[src/rtl/div_ctrl_pkg.sv]
// rtl/div_ctrl_pkg.sv - shared types and result field bounds for div_ctrl (DRAIN state under DIV_CANCEL_EN)
package div_ctrl_pkg;

   localparam int DATA_W = 32;

   // Core output layout: quotient in the upper half, remainder in the lower half
   localparam int QUO_HI = 2*DATA_W - 1;
   localparam int QUO_LO = DATA_W;
   localparam int REM_HI = DATA_W - 1;
   localparam int REM_LO = 0;

   typedef enum logic [2:0] {
      ST_IDLE  = 3'd0,
      ST_ISSUE = 3'd1,
      ST_WAIT  = 3'd2,
      ST_DONE  = 3'd3
`ifdef DIV_CANCEL_EN
      ,
      ST_DRAIN = 3'd4
`endif
   } div_state_t;

endpackage

[src/rtl/div_ctrl_if.sv]
// rtl/div_ctrl_if.sv - EXE request/result and divider core stream signals for div_ctrl
interface div_ctrl_if;
   import div_ctrl_pkg::*;

   logic                req_valid;
   logic                req_signed;
   logic                req_rem;
   logic [DATA_W-1:0]   req_dividend;
   logic [DATA_W-1:0]   req_divisor;
   logic                cancel;
   logic                done_valid;
   logic [DATA_W-1:0]   done_result;
   logic                done_ack;
   logic                busy;

   logic [DATA_W-1:0]   div_dividend_tdata;
   logic [DATA_W-1:0]   div_divisor_tdata;

   logic                s_dividend_tvalid;
   logic                s_divisor_tvalid;
   logic                s_dividend_tready;
   logic                s_divisor_tready;
   logic                s_dout_tvalid;
   logic [2*DATA_W-1:0] s_dout_tdata;

   logic                u_dividend_tvalid;
   logic                u_divisor_tvalid;
   logic                u_dividend_tready;
   logic                u_divisor_tready;
   logic                u_dout_tvalid;
   logic [2*DATA_W-1:0] u_dout_tdata;

   // Controller side
   modport slave (
      input  req_valid, req_signed, req_rem, req_dividend, req_divisor, cancel, done_ack,
      output done_valid, done_result, busy, div_dividend_tdata, div_divisor_tdata,
      output s_dividend_tvalid, s_divisor_tvalid,
      input  s_dividend_tready, s_divisor_tready, s_dout_tvalid, s_dout_tdata,
      output u_dividend_tvalid, u_divisor_tvalid,
      input  u_dividend_tready, u_divisor_tready, u_dout_tvalid, u_dout_tdata
   );

   // EXE stage plus the two divider cores
   modport master (
      output req_valid, req_signed, req_rem, req_dividend, req_divisor, cancel, done_ack,
      input  done_valid, done_result, busy, div_dividend_tdata, div_divisor_tdata,
      input  s_dividend_tvalid, s_divisor_tvalid,
      output s_dividend_tready, s_divisor_tready, s_dout_tvalid, s_dout_tdata,
      input  u_dividend_tvalid, u_divisor_tvalid,
      output u_dividend_tready, u_divisor_tready, u_dout_tvalid, u_dout_tdata
   );

endinterface

[src/rtl/div_issue_hs.sv]
// rtl/div_issue_hs.sv - per-core dividend/divisor tvalid tracker, each channel retired independently
module div_issue_hs (
   input  logic clk,
   input  logic reset,
   input  logic start,
   input  logic dividend_tready,
   input  logic divisor_tready,
   output logic dividend_tvalid,
   output logic divisor_tvalid,
   output logic all_accepted
);

   // High in the cycle the last outstanding channel is taken (or both together)
   assign all_accepted = (dividend_tvalid | divisor_tvalid)
                       & (~dividend_tvalid | dividend_tready)
                       & (~divisor_tvalid  | divisor_tready);

   // Raise both valids on start; each drops only after its own handshake
   always_ff @(posedge clk) begin
      if (reset) begin
         dividend_tvalid <= 1'b0;
         divisor_tvalid  <= 1'b0;
      end else if (start) begin
         dividend_tvalid <= 1'b1;
         divisor_tvalid  <= 1'b1;
      end else begin
         if (dividend_tvalid && dividend_tready) dividend_tvalid <= 1'b0;
         if (divisor_tvalid && divisor_tready)   divisor_tvalid  <= 1'b0;
      end
   end

endmodule

[src/rtl/div_ctrl.sv]
// rtl/div_ctrl.sv - divide request sequencer for the signed/unsigned divider cores; cancel/DRAIN under DIV_CANCEL_EN
module div_ctrl (
   input  logic        clk,
   input  logic        reset,
   div_ctrl_if.slave   bus
);
   import div_ctrl_pkg::*;

   div_state_t          state;
   logic                sel_signed;
   logic                sel_rem;
   logic                start;
   logic                s_all_accepted;
   logic                u_all_accepted;
   logic                hs_done;
   logic                dout_hit;
   logic [2*DATA_W-1:0] dout_data;

`ifdef DIV_CANCEL_EN
   // A flush in IDLE also blocks a request presented in the same cycle
   assign start = (state == ST_IDLE) && bus.req_valid && !bus.cancel;
`else
   assign start = (state == ST_IDLE) && bus.req_valid;
`endif

   // Only the core chosen at issue time may advance the FSM
   assign hs_done   = sel_signed ? s_all_accepted : u_all_accepted;
   assign dout_hit  = sel_signed ? bus.s_dout_tvalid : bus.u_dout_tvalid;
   assign dout_data = sel_signed ? bus.s_dout_tdata  : bus.u_dout_tdata;

   div_issue_hs u_hs_signed (
      .clk             (clk),
      .reset           (reset),
      .start           (start && bus.req_signed),
      .dividend_tready (bus.s_dividend_tready),
      .divisor_tready  (bus.s_divisor_tready),
      .dividend_tvalid (bus.s_dividend_tvalid),
      .divisor_tvalid  (bus.s_divisor_tvalid),
      .all_accepted    (s_all_accepted)
   );

   div_issue_hs u_hs_unsigned (
      .clk             (clk),
      .reset           (reset),
      .start           (start && !bus.req_signed),
      .dividend_tready (bus.u_dividend_tready),
      .divisor_tready  (bus.u_divisor_tready),
      .dividend_tvalid (bus.u_dividend_tvalid),
      .divisor_tvalid  (bus.u_divisor_tvalid),
      .all_accepted    (u_all_accepted)
   );

   // Main sequencing FSM with registered result, done and busy outputs
   always_ff @(posedge clk) begin
      if (reset) begin
         state                  <= ST_IDLE;
         sel_signed             <= 1'b0;
         sel_rem                <= 1'b0;
         bus.div_dividend_tdata <= '0;
         bus.div_divisor_tdata  <= '0;
         bus.done_valid         <= 1'b0;
         bus.done_result        <= '0;
         bus.busy               <= 1'b0;
      end else begin
         case (state)
            ST_IDLE: begin
               if (start) begin
                  sel_signed             <= bus.req_signed;
                  sel_rem                <= bus.req_rem;
                  bus.div_dividend_tdata <= bus.req_dividend;
                  bus.div_divisor_tdata  <= bus.req_divisor;
                  bus.busy               <= 1'b1;
                  state                  <= ST_ISSUE;
               end
            end
            ST_ISSUE: begin
`ifdef DIV_CANCEL_EN
               if (bus.cancel) state <= ST_DRAIN;
               else
`endif
               if (hs_done) state <= ST_WAIT;
            end
            ST_WAIT: begin
`ifdef DIV_CANCEL_EN
               if (bus.cancel) state <= ST_DRAIN;
               else
`endif
               if (dout_hit) begin
                  bus.done_result <= sel_rem ? dout_data[REM_HI:REM_LO]
                                             : dout_data[QUO_HI:QUO_LO];
                  bus.done_valid  <= 1'b1;
                  state           <= ST_DONE;
               end
            end
            ST_DONE: begin
`ifdef DIV_CANCEL_EN
               if (bus.done_ack || bus.cancel) begin
`else
               if (bus.done_ack) begin
`endif
                  bus.done_valid <= 1'b0;
                  bus.busy       <= 1'b0;
                  state          <= ST_IDLE;
               end
            end
`ifdef DIV_CANCEL_EN
            // Operand channels keep draining in the tracker; swallow the result
            ST_DRAIN: begin
               if (dout_hit) begin
                  bus.busy <= 1'b0;
                  state    <= ST_IDLE;
               end
            end
`endif
            default: begin
               bus.done_valid <= 1'b0;
               bus.busy       <= 1'b0;
               state          <= ST_IDLE;
            end
         endcase
      end
   end

endmodule
[src/flat_wrapper.sv]
// flat-port wrapper written by rule: the top's interface ports become plain ports
module div_ctrl_flat import div_ctrl_pkg::*;
  (clk, reset, bus_req_valid, bus_req_signed, bus_req_rem, bus_req_dividend, bus_req_divisor, bus_cancel, bus_done_ack, bus_done_valid, bus_done_result, bus_busy, bus_div_dividend_tdata, bus_div_divisor_tdata, bus_s_dividend_tvalid, bus_s_divisor_tvalid, bus_s_dividend_tready, bus_s_divisor_tready, bus_s_dout_tvalid, bus_s_dout_tdata, bus_u_dividend_tvalid, bus_u_divisor_tvalid, bus_u_dividend_tready, bus_u_divisor_tready, bus_u_dout_tvalid, bus_u_dout_tdata);
  div_ctrl_if bus_i ();
  input  logic clk;
  input  logic reset;
  input wire logic [$bits(bus_i.req_valid)-1:0] bus_req_valid;
  input wire logic [$bits(bus_i.req_signed)-1:0] bus_req_signed;
  input wire logic [$bits(bus_i.req_rem)-1:0] bus_req_rem;
  input wire logic [$bits(bus_i.req_dividend)-1:0] bus_req_dividend;
  input wire logic [$bits(bus_i.req_divisor)-1:0] bus_req_divisor;
  input wire logic [$bits(bus_i.cancel)-1:0] bus_cancel;
  input wire logic [$bits(bus_i.done_ack)-1:0] bus_done_ack;
  output wire logic [$bits(bus_i.done_valid)-1:0] bus_done_valid;
  output wire logic [$bits(bus_i.done_result)-1:0] bus_done_result;
  output wire logic [$bits(bus_i.busy)-1:0] bus_busy;
  output wire logic [$bits(bus_i.div_dividend_tdata)-1:0] bus_div_dividend_tdata;
  output wire logic [$bits(bus_i.div_divisor_tdata)-1:0] bus_div_divisor_tdata;
  output wire logic [$bits(bus_i.s_dividend_tvalid)-1:0] bus_s_dividend_tvalid;
  output wire logic [$bits(bus_i.s_divisor_tvalid)-1:0] bus_s_divisor_tvalid;
  input wire logic [$bits(bus_i.s_dividend_tready)-1:0] bus_s_dividend_tready;
  input wire logic [$bits(bus_i.s_divisor_tready)-1:0] bus_s_divisor_tready;
  input wire logic [$bits(bus_i.s_dout_tvalid)-1:0] bus_s_dout_tvalid;
  input wire logic [$bits(bus_i.s_dout_tdata)-1:0] bus_s_dout_tdata;
  output wire logic [$bits(bus_i.u_dividend_tvalid)-1:0] bus_u_dividend_tvalid;
  output wire logic [$bits(bus_i.u_divisor_tvalid)-1:0] bus_u_divisor_tvalid;
  input wire logic [$bits(bus_i.u_dividend_tready)-1:0] bus_u_dividend_tready;
  input wire logic [$bits(bus_i.u_divisor_tready)-1:0] bus_u_divisor_tready;
  input wire logic [$bits(bus_i.u_dout_tvalid)-1:0] bus_u_dout_tvalid;
  input wire logic [$bits(bus_i.u_dout_tdata)-1:0] bus_u_dout_tdata;
  assign bus_i.req_valid = bus_req_valid;
  assign bus_i.req_signed = bus_req_signed;
  assign bus_i.req_rem = bus_req_rem;
  assign bus_i.req_dividend = bus_req_dividend;
  assign bus_i.req_divisor = bus_req_divisor;
  assign bus_i.cancel = bus_cancel;
  assign bus_i.done_ack = bus_done_ack;
  assign bus_done_valid = bus_i.done_valid;
  assign bus_done_result = bus_i.done_result;
  assign bus_busy = bus_i.busy;
  assign bus_div_dividend_tdata = bus_i.div_dividend_tdata;
  assign bus_div_divisor_tdata = bus_i.div_divisor_tdata;
  assign bus_s_dividend_tvalid = bus_i.s_dividend_tvalid;
  assign bus_s_divisor_tvalid = bus_i.s_divisor_tvalid;
  assign bus_i.s_dividend_tready = bus_s_dividend_tready;
  assign bus_i.s_divisor_tready = bus_s_divisor_tready;
  assign bus_i.s_dout_tvalid = bus_s_dout_tvalid;
  assign bus_i.s_dout_tdata = bus_s_dout_tdata;
  assign bus_u_dividend_tvalid = bus_i.u_dividend_tvalid;
  assign bus_u_divisor_tvalid = bus_i.u_divisor_tvalid;
  assign bus_i.u_dividend_tready = bus_u_dividend_tready;
  assign bus_i.u_divisor_tready = bus_u_divisor_tready;
  assign bus_i.u_dout_tvalid = bus_u_dout_tvalid;
  assign bus_i.u_dout_tdata = bus_u_dout_tdata;
  div_ctrl u_core (.clk(clk), .reset(reset), .bus(bus_i));
endmodule
[config.mk]
export PLATFORM = sky130hd
export DESIGN_NAME = div_ctrl_flat
export DESIGN_NICKNAME = d
export VERILOG_FILES = /design/src/rtl/div_ctrl_pkg.sv /design/src/rtl/div_ctrl_if.sv /design/src/rtl/div_issue_hs.sv /design/src/rtl/div_ctrl.sv /design/src/flat_wrapper.sv
export SDC_FILE = /design/constraint.sdc
export NUM_CORES = 1
export LEC_CHECK = 0
export ABC_AREA = 1
export BUFFER_PORTS_ARGS = -buffer_cell sky130_fd_sc_hd__buf_2
export CORE_AREA = 2 2 120 122
export DETAILED_ROUTE_END_ITERATION = 6
export DIE_AREA = 0 0 122 124
export PLACE_DENSITY_LB_ADDON = 0.2
export SYNTH_ARGS = -nofsm -noshare
export SYNTH_HDL_FRONTEND = slang
export SYNTH_SLANG_ARGS = --single-unit
[constraint.sdc]
create_clock -name clk -period 3.2 [get_ports clk]
set_clock_uncertainty 0.15 [all_clocks]
set_input_delay 0.32 -clock clk [delete_from_list [all_inputs] [get_ports clk]]
set_output_delay 0.32 -clock clk [all_outputs]
set_load 0.01 [all_outputs]
Word level (Yosys, flattened, before mapping)

Cells that the tools add are included.

Equality and inequality tests: 7
Div/mod/pow operators: 0
Mux-type cells: 22
Multipliers: 0
Add/subtract/negate cells: 0
Reductions and logical operators: 20
Bitwise logic cells: 16
Order comparisons: 0
Shifts and indexed selects: 0

Operators by type and width:

| kind                 | count |
|---|---|
| $mux W64             | 1 |
| $mux W32             | 1 |
| $mux W1              | 13 |
| $mux W3              | 4 |
| $pmux W3 S4          | 1 |
| $reduce_bool A2 Y1   | 4 |
| $logic_and A1 B1 Y1  | 7 |
| $eq A3 B2 Y1 const B | 2 |
| $ne A2 B1 Y1 const B | 3 |
| $not A1 Y1           | 6 |
| $or A1 B1 Y1         | 6 |
| $pmux W1 S3          | 2 |
| $reduce_and A3 Y1    | 2 |
| $and A1 B1 Y1        | 4 |
| $reduce_and A2 Y1    | 2 |
| $reduce_and A4 Y1    | 1 |
| $reduce_or A2 Y1     | 2 |
| $eq A3 B1 Y1 const B | 1 |
| $logic_not A3 Y1     | 1 |
| $ne A2 B2 Y1 const B | 1 |
| $logic_not A1 Y1     | 1 |

Bits in latches: 0
RAM bits: 0
Input port bits: 205
Bits in read-only memories: 0
Register bits after elaboration: 107
Memories kept: 0
Output and inout port bits: 102
Logic and storage cells: 77

Longest topological paths before layout

Gate-level depths: netlist (run 1).

Depth after elaboration: 7
Gate-level depth with buffers: 9

Hierarchy

From an unflattened synthesis (run 1), not the netlist that was laid out.

Cell total of the unflattened synthesis: 751
Area total of the unflattened synthesis: 4849.7 um^2

By module, submodules not included:

| module       | area each (um^2) | seq. area each (um^2) | cells each | times used |
|---|---|---|---|---|
| div_ctrl     | 4662.0           | 2042.0                | 721        | 1 |
| div_issue_hs | 93.8             | 40.0                  | 15         | 2 |

Least setup slack after synthesis (run 1)

Ideal clock, no wire load.

Path kind: reg2reg
Start: reg u_core.state[0]
End: reg u_core.bus.div_dividend_tdata[0]
Cell stages (with the launch flop): 8
Library setup time: 64 ps
Buffers on the path: 2
Setup slack: 1568 ps
Arrival: 1417 ps
Data required time: 2986 ps
Path through: dfxtp_1 -> inv_1 -> ha_1 -> nand2_1 -> clkbuf_1 -> clkbuf_1 -> o21ai_0 -> nor2_1

Cells in the longest elaborated chain, start to end: 3

Ends and longest elaborated chain:

| what                            | RTL line                       | text |
|---|---|---|
| start: declaration              | div_ctrl.sv:9                  | `div_state_t state;` |
| start signal: assignment        | div_ctrl.sv:56                 | `state <= ST_IDLE;` |
| start signal: assignment        | div_ctrl.sv:73                 | `state <= ST_ISSUE;` |
| start signal: assignment        | div_ctrl.sv:81                 | `if (hs_done) state <= ST_WAIT;` |
| $logic_not A3 Y1 (*)            | div_ctrl.sv:23, div_ctrl.sv:65 |  |
| $logic_and A1 B1 Y1             | div_ctrl.sv:23                 | `assign start = (state == ST_IDLE) && bus.req_valid;` |
| $reduce_and A2 Y1 (no line) (*) | n/a                            |  |
| end signal: assignment          | div_ctrl.sv:70                 | `bus.div_dividend_tdata <= bus.req_dividend;` |
| end: declaration                | div_ctrl_if.sv:36              | `output done_valid, done_result, busy, div_dividend_tdata, div_divisor_tdata,` |

Every way passes the cells marked *; elsewhere a longest branch is shown, timed or not.
A chain may end at the register's enable or synchronous reset.

Final worst setup path (run 1)

Start: reg u_core.state[0]
End: reg u_core.u_hs_unsigned.dividend_tvalid

Cells in the longest elaborated chain, start to end: 4
Elaborated cells on any way between the ends: 5
Those cells by class: mux: 1; reduce/logical: 4

Ends and longest elaborated chain:

| what                                                 | RTL line           | text |
|---|---|---|
| $logic_not A3 Y1 (*)                                 | div_ctrl.sv:23     |  |
| $logic_and A1 B1 Y1 (*)                              | div_ctrl.sv:23     |  |
| $logic_and A1 B1 Y1 (*)                              | div_ctrl.sv:45     | `.start (start && !bus.req_signed),` |
| $mux W1 / $reduce_bool A2 Y1 (equally long branches) | n/a                |  |
| end signal: assignment                               | div_issue_hs.sv:21 | `dividend_tvalid <= 1'b0;` |
| end signal: assignment                               | div_issue_hs.sv:24 | `dividend_tvalid <= 1'b1;` |
| end signal: assignment                               | div_issue_hs.sv:27 | `if (dividend_tvalid && dividend_tready) dividend_tvalid <= 1'b0;` |
| end: declaration                                     | div_issue_hs.sv:8  | `output logic dividend_tvalid,` |

Marks and branches as above.

==> results.py, run 1 <==
metrics = {
    "outcome": {
        "status": "finished, final reports clean",
    },
    "placed_design": {
        "finalWeightedCongestion": 0.787,
        "dpl.hpwl_mm": 11.2,
        "io_buffers": 305,
    },
    "synth": {
        "syn_avg_cell_area_sq_um": 6.89,
        "ys_warn_count": 0,
        "syn_nets": 886,
        "synth_cell_types": 22,
        "ys_seq_area_share_pct": 45.5,
        "synthArstFlopShare_pct": 0,
        "ys_ff_latch": 106,
        "syn_inst": 677,
        "synth-main-ff-cell": "dfxtp_1",
        "synth_edf_count": 0,
        "mappedNetlistArea_sq_um": 4670,
    },
    "drt": {
        "viasPerCell": 4.68,
        "via_count": 5324,
        "drtIter0Drc": 276,
        "wirelength_mm": 15.6,
        "drc": 0,
        "avgRoutedWirePerCell_um": 13.7,
        "ant_nets": 0,
        "first_pass_iters": 4,
    },
    "worst_setup_path": {
        "endpoint_kind": "flop",
        "cp.arrival_ps": 1970,
        "crit_required_ps": 3280,
        "crit_fanout": 68,
        "crit_type": "flop to flop",
        "setup.worst_path.start_class": "flop",
    },
    "sta": {
        "drv_slew": 0,
        "fin_crit_sh_pct": 59.0,
        "fin_crit_ps": 1890,
        "hold_viol": 0,
        "rsz0062_at_grt": "no",
        "worst_pin_slew_ps": 1050,
        "whs_ps": 70.5,
        "setup_violations": 0,
        "fin_setup_tns_ps": 0,
        "slew_headroom_pct": 30.2,
        "clock.fmax_ghz": 0.529,
    },
    "global_routing": {
        "grt_use_total_pct": 19.7,
        "grt_pass1_wl_mm": 23.6,
        "overflow": 0,
        "grt_pass1_vias": 4781,
        "antenna_found_initial": 3,
        "grt_max_degree": 69,
    },
    "clock_network": {
        "clk-insertion-delay-late_ps": 340,
        "cts_buffers": 9,
        "cts-root-buf": "clkbuf_16",
        "cts.reportedPaths.clkPinSlew_ps": 70,
        "ctsHoldBuffers": 0,
        "cts_sinks": 106,
        "htree_levels": 3,
        "cts_tree": "built",
        "post_cts_buffers": 0,
        "clk_path_buf_depth": 2,
        "cts_resized": 0,
    },
    "floorplan": {
        "core_sq_um": 13700,
        "die_area_sq_um": 15100,
        "rows": 43,
        "die_w_um": 122,
        "die_h_um": 124,
        "start_util_pct": 34.0,
        "ios": 307,
    },
    "power": {
        "seq_power_share_pct": 37.4,
        "swShare_pct": 39.1,
        "p_per_area_nw_per_um2": 742,
        "leakage_uw": 0.00327,
        "p_comb_share_pct": 40.7,
        "p_clk_share_pct": 22.0,
        "intPower_uw": 2960,
        "p_switching_uw": 1900,
        "vdd_drop_max_mv": 0.321,
    },
    "finish": {
        "final_cell_mix": "buf_2 (305), nor2_1 (263), o21ai_0 (135)",
        "layout_commonest_cell": "buf_2",
        "area_growth_pct": 40.6,
        "drive_above_1_share_pct": 35.1,
        "fill_cells": 1534,
        "fin_nets": 1159,
    },
    "worst_hold_path": {
        "hp-class": "primary input to flop",
    },
    "job": {
        "cap_violations": 0,
    },
}
==> layout make-up <==
class / instances / area [sq um] / area share, %
inverter: 17 / 63.8 / 0.973
clock buffer: 12 / 246 / 3.76
sequential: 106 / 2120 / 32.4
clock inverter: 4 / 35.0 / 0.534
tap: 180 / 225 / 3.43
multi-input combinational: 503 / 2260 / 34.4
antenna: 3 / 7.51 / 0.114
timing repair buffer: 313 / 1600 / 24.4
==> power by group through the flow <==
stage               sequential [uW]  combinational, uW  clock (uW)
finish                         1820               1980        1070
detailed placement             1850               2010           0
global placement               1830               2000           0
CTS                            1820               2010        1100
global route                   1860               2280        1150
floorplan                      2000               1170           0
==> synthesized netlist by cell type (all sizes together), types with 4 or more instances <==
cell,number,share of area [%]
a21oi,11,1.4
a31oi,32,4.3
buf,22,2.5
clkbuf,29,2.3
dfxtp,106,45
ha,4,1.1
inv,16,1.3
nand2,20,1.7
nand3,6,0.64
nor2,263,21
o21ai,163,17
==> state kept, by name, summed over array words and instances (netlist names) <==
signal and count:
u_core.bus.div_dividend_tdata 32, u_core.u_hs_signed.divisor_tvalid 1, u_core.bus.div_divisor_tdata 32, u_core.u_hs_unsigned.dividend_tvalid 1, u_core.u_hs_unsigned.divisor_tvalid 1, u_core.bus.done_result 32
u_core.bus.busy 1, u_core.state 2, u_core.bus.done_valid 1, u_core.u_hs_signed.dividend_tvalid 1, u_core.sel_signed 1, u_core.sel_rem 1
==> layer usage <==
layer | vias up | share of wire (%) | track usage (%)
li1 | 2783 | - | -
met1 | 2296 | 43 | 23.8
met2 | 226 | 45 | 32.4
met3 | 19 | 10 | 6.46
met4 | 0 | 1.9 | 7.69
met5 | - | 0 | 0
==> critical path, cell delays in order, from the launching register on <==
cell     delay (ps)
dfxtp_1         380
inv_1            80
ha_1            250
nand2_2          80
buf_4           500
nor2_1          140
inv_1           110
a21oi_1          70
==> cells by family (layout without fill, tap and decap cells) <==
kind of cell	count (synthesis)	count (layout)	synth area share (%)
and+or+nand+nor	291	291	23.8
AOI/OAI and AO/OA	208	208	23.5
DFF	106	106	45.5
buffers and inverters	68	346	6.17
adders and majority gates	4	4	1.07
other	0	3	0
==> final timing paths <==
kind	from	to	slack, ps	cells past startpoint
worst max-delay path	u_core.state[0]$_SDFFE_PP0P_	u_core.u_hs_unsigned.dividend_tvalid$_SDFFE_PP0P_	1310	7
worst min-delay path	bus_req_divisor[22]	u_core.bus.div_divisor_tdata[22]$_SDFFE_PP0P_	70	3
worst max register to register	u_core.state[0]$_SDFFE_PP0P_	u_core.u_hs_unsigned.dividend_tvalid$_SDFFE_PP0P_	1310	7
worst min register to register	u_core.bus.busy$_SDFFE_PP0P_	u_core.bus.busy$_SDFFE_PP0P_	320	2
==> metrics by stage <==
stage | instances | power (uW) | setup WS, ps | utilization (%) | area, sq um
after floorplan | 677 | 3160 | 1570 | - | 4670
after global placement | 1119 | 3840 | 1350 | 45.7 | 6270
after detailed placement | 1119 | 3850 | 1320 | 45.7 | 6270
after CTS | 1135 | 4930 | 1310 | 47.8 | 6550
after global routing | 1138 | 5290 | 1130 | 47.8 | 6560
final | 1138 | 4860 | 1310 | 47.8 | 6560
(Power assumes the default switching activity.)
==> run 2: changes to the inputs <==
- ABC_AREA: 1 -> 0
- CORE_AREA: 2 2 120 122 -> 2 2 119 121
- DIE_AREA: 0 0 122 124 -> 0 0 121 123
- clock period: 3.2 -> 1.55 ns (I/O delays scaled with it)
==> run 2 against run 1 <==
The run now ends with negative setup slack left. Clock-buffer cell count down 1. Sequential power increased by 90%. Cell count is 5.3% lower. Die area down 1.6%. Cell area grew 19%. Sequential share of layout area is 5.1 points lower. Register-to-register slack got worse by 1400 ps. Routed wire length up 14%. Setup slack worse by 1400 ps. Global-route usage rose by 1.6 points. Worst hold slack lost 19 ps. Largest cell class is now non-clock buffers. Highest routed layer unchanged.
==> results.py, run 2 <==
metrics = {
    "finish": {
        "area_growth_pct": 72.4,
        "fill_cells": 1202,
        "fin_nets": 1101,
        "drive_above_1_share_pct": 47.2,
        "reg.largest.list": "u_core.bus.div_dividend_tdata: 32 flops, u_core.bus.div_divisor_tdata: 32 flops, u_core.bus.done_result: 32 flops",
        "layout_commonest_cell": "buf_2",
        "final_cell_area_sq_um": 7810,
        "final_cell_mix": "buf_2 (305), nand2_1 (183), dfxtp_1 (103)",
    },
    "global_routing": {
        "grt_use_total_pct": 21.3,
        "overflow": 0,
        "grt_pass1_vias": 5075,
        "antenna_found_initial": 1,
        "grt_pass1_wl_mm": 24.8,
        "grt_max_degree": 47,
    },
    "placed_design": {
        "io_buffers": 305,
        "dpl.hpwl_mm": 11.6,
        "dpl_cell_area_sq_um": 6360,
        "finalWeightedCongestion": 0.819,
    },
    "sta": {
        "setup_ws_ps": -57.3,
        "fin_crit_sh_pct": 104,
        "drv_slew": 0,
        "clock.fmax_ghz": 0.622,
        "rsz0062_at_grt": "yes",
        "fin_setup_tns_ps": -857,
        "hold_viol": 0,
        "whs_ps": 51.0,
        "worst_pin_slew_ps": 345,
        "setup_violations": 28,
        "fin_crit_ps": 1610,
        "slew_headroom_pct": 77.0,
    },
    "worst_setup_path": {
        "crit_end": "u_core.bus.done_result[13]$_SDFFE_PP0P_",
        "setup.worst_path.start_class": "flop",
        "crit_type": "flop to flop",
        "crit_buf_inv": 2,
        "crit_required_ps": 1620,
        "max_stage_delay_ps": 530,
        "r2r-end": "u_core.bus.done_result[13]$_SDFFE_PP0P_",
        "cp_slowest_cell": "mux4_2",
        "cp_num_cells": 5,
        "crit_fanout": 4,
        "cp_cell_sequence": "buf_12, buf_12, mux4_2, nand2_2, a21oi_1",
        "cpMostUsedCell": "buf_12",
        "r2r_setup_slack_ps": -60,
        "critical_path.top_delay_family": "multiplexers",
        "r2r_cells": 5,
        "endpoint_kind": "flop",
        "crit_start": "u_core.sel_signed$_SDFFE_PP0P_",
        "r2r_start": "u_core.sel_signed$_SDFFE_PP0P_",
        "cp.arrival_ps": 1680,
    },
    "clock_network": {
        "htree_levels": 3,
        "cts-root-buf": "clkbuf_16",
        "cts_tree": "built",
        "cts_sinks": 106,
        "cts_buffers": 9,
        "cts.reportedPaths.clkPinSlew_ps": 70,
        "clk-insertion-delay-late_ps": 340,
        "clk_path_buf_depth": 2,
    },
    "drt": {
        "via_count": 5183,
        "first_pass_iters": 6,
        "wirelength_mm": 17.9,
        "viasPerCell": 4.81,
        "avgRoutedWirePerCell_um": 16.6,
        "drtIter0Drc": 316,
        "drc": 0,
        "ant_nets": 0,
    },
    "floorplan": {
        "ios": 307,
        "die_h_um": 123,
        "die_w_um": 121,
        "core_sq_um": 13600,
        "start_util_pct": 33.3,
        "die_area_sq_um": 14900,
        "rows": 43,
    },
    "synth": {
        "synth-main-ff-cell": "dfxtp_1",
        "ys_ff_latch": 106,
        "synth.area.top_cells": "dfxtp_1 (47%), nand2_1 (16%), mux4_2 (16%)",
        "ys_seq_area_share_pct": 46.8,
        "mappedNetlistArea_sq_um": 4530,
        "ys_warn_count": 0,
        "yosys.area.top_type": "dfxtp_1",
        "synthArstFlopShare_pct": 0,
        "syn_inst": 515,
        "syn_nets": 724,
        "synth_cell_types": 23,
        "synth_top_area_share_pct": 46.8,
        "syn_avg_cell_area_sq_um": 8.80,
        "synth_edf_count": 0,
        "synthTopCellsByCount": "nand2_1 (197), dfxtp_1 (106), a21oi_1 (103)",
        "synth_most_common_cell": "nand2_1",
    },
    "power": {
        "p_per_area_nw_per_um2": 1230,
        "intPower_uw": 6320,
        "p_comb_share_pct": 42.4,
        "p_switching_uw": 3310,
        "leakage_uw": 0.00353,
        "vdd_drop_max_mv": 0.698,
        "p_clk_share_pct": 21.7,
        "seq_power_share_pct": 35.9,
        "swShare_pct": 34.4,
    },
    "worst_hold_path": {
        "hp-class": "primary input to flop",
        "whs_path_depth": 2,
    },
    "job": {
        "cap_violations": 0,
    },
    "outcome": {
        "violations": "negative setup slack",
        "status": "finished, violations left",
    },
}
[run 2: cell types whose count changed after synthesis, sizes merged, moves of 9 or more]
cell / before / now
nor2: 263 / 3
o21ai: 163 / 1
inv: 16 / 3
a31oi: 32 / 0
nand2b: 0 / 9
mux4: 0 / 32
a21oi: 11 / 103
nand2: 20 / 197
[run 2: cell type report]
| type | count | area [sq um] | area share (%) |
|---|---|---|---|
| timing repair buffer | 406 | 2760 | 35.4 |
| multi-input combinational | 366 | 2410 | 30.9 |
| sequential | 106 | 2130 | 27.3 |
| clock buffer | 11 | 233 | 2.98 |
| tap | 180 | 225 | 2.88 |
| clock inverter | 5 | 31.3 | 0.401 |
| inverter | 3 | 13.8 | 0.176 |
| antenna | 1 | 2.50 | 0.0320 |
[run 2: routing by layer]
metal	share of wire (%)	track usage (%)
met3	8.0	5.30
met4	2.1	8.28
met1	38	24.5
met2	52	38.1
met5	0	0
[run 2: logic make-up after synthesis]
group                    count (synthesis)  share of synthesized area, %
AND/OR/NAND/NOR                        216                          18.7
AO/OA/AOI/OAI                          109                          12.6
flip-flops                             106                          46.8
buffers and inverters                   44                          4.00
multiplexers                            36                          16.8
adder cells (fa/ha/maj)                  4                          1.10
[run 2: power groups by stage]
| stage | logic (uW) | clock network, uW | registers (uW) |
|---|---|---|---|
| CTS | 3570 | 2160 | 3430 |
| floorplan | 1710 | 0 | 3650 |
| global placement | 3120 | 0 | 3450 |
| global route | 4400 | 2260 | 3510 |
| finish | 4080 | 2090 | 3460 |
| detailed placement | 3180 | 0 | 3470 |
[run 2: repair_timing]
| action | 4_1_cts | 5_1_grt |
|---|---|---|
| resized for setup | 17 | 39 |
| cloned | 2 | 9 |
| pin swaps | 5 | 19 |
| hold buffers | 71 | 0 |
| endpoints found under the hold margin | 71 | 0 |
| setup endpoints to repair | 102 | 84 |
| buffers inserted | 2 | 3 |
[run 2: worst min-delay path by stage]
stage,endpoint,startpoint,slack (ps)
floorplan,u_core.bus.div_dividend_tdata[0]$_SDFFE_PP0P_,bus_req_dividend[0],140
global placement,u_core.bus.div_dividend_tdata[8]$_SDFFE_PP0P_,bus_req_dividend[8],250
detailed placement,u_core.bus.div_divisor_tdata[16]$_SDFFE_PP0P_,bus_req_divisor[16],250
CTS,u_core.u_hs_unsigned.dividend_tvalid$_SDFFE_PP0P_,reset,60
global route,u_core.bus.done_valid$_SDFFE_PP0P_,reset,60
finish,u_core.bus.done_valid$_SDFFE_PP0P_,reset,50
[run 2: metrics by stage]
step	util (%)	total power, uW	setup slack (ps)	cells
final	57.4	9630	-57.3	1078
after global routing	57.4	10200	-100	1078
after CTS	55.0	9150	-58.1	1066
after detailed placement	46.7	6650	-110	975
after global placement	46.7	6570	-52.9	975
after floorplan	-	5360	-17.4	515
[run 2: worst register-to-register path, cell delays in order (launching register included)]
cell and delay (ps):
dfxtp_4 420, buf_12 140, buf_12 120, mux4_2 540, nand2_2 70, a21oi_1 50
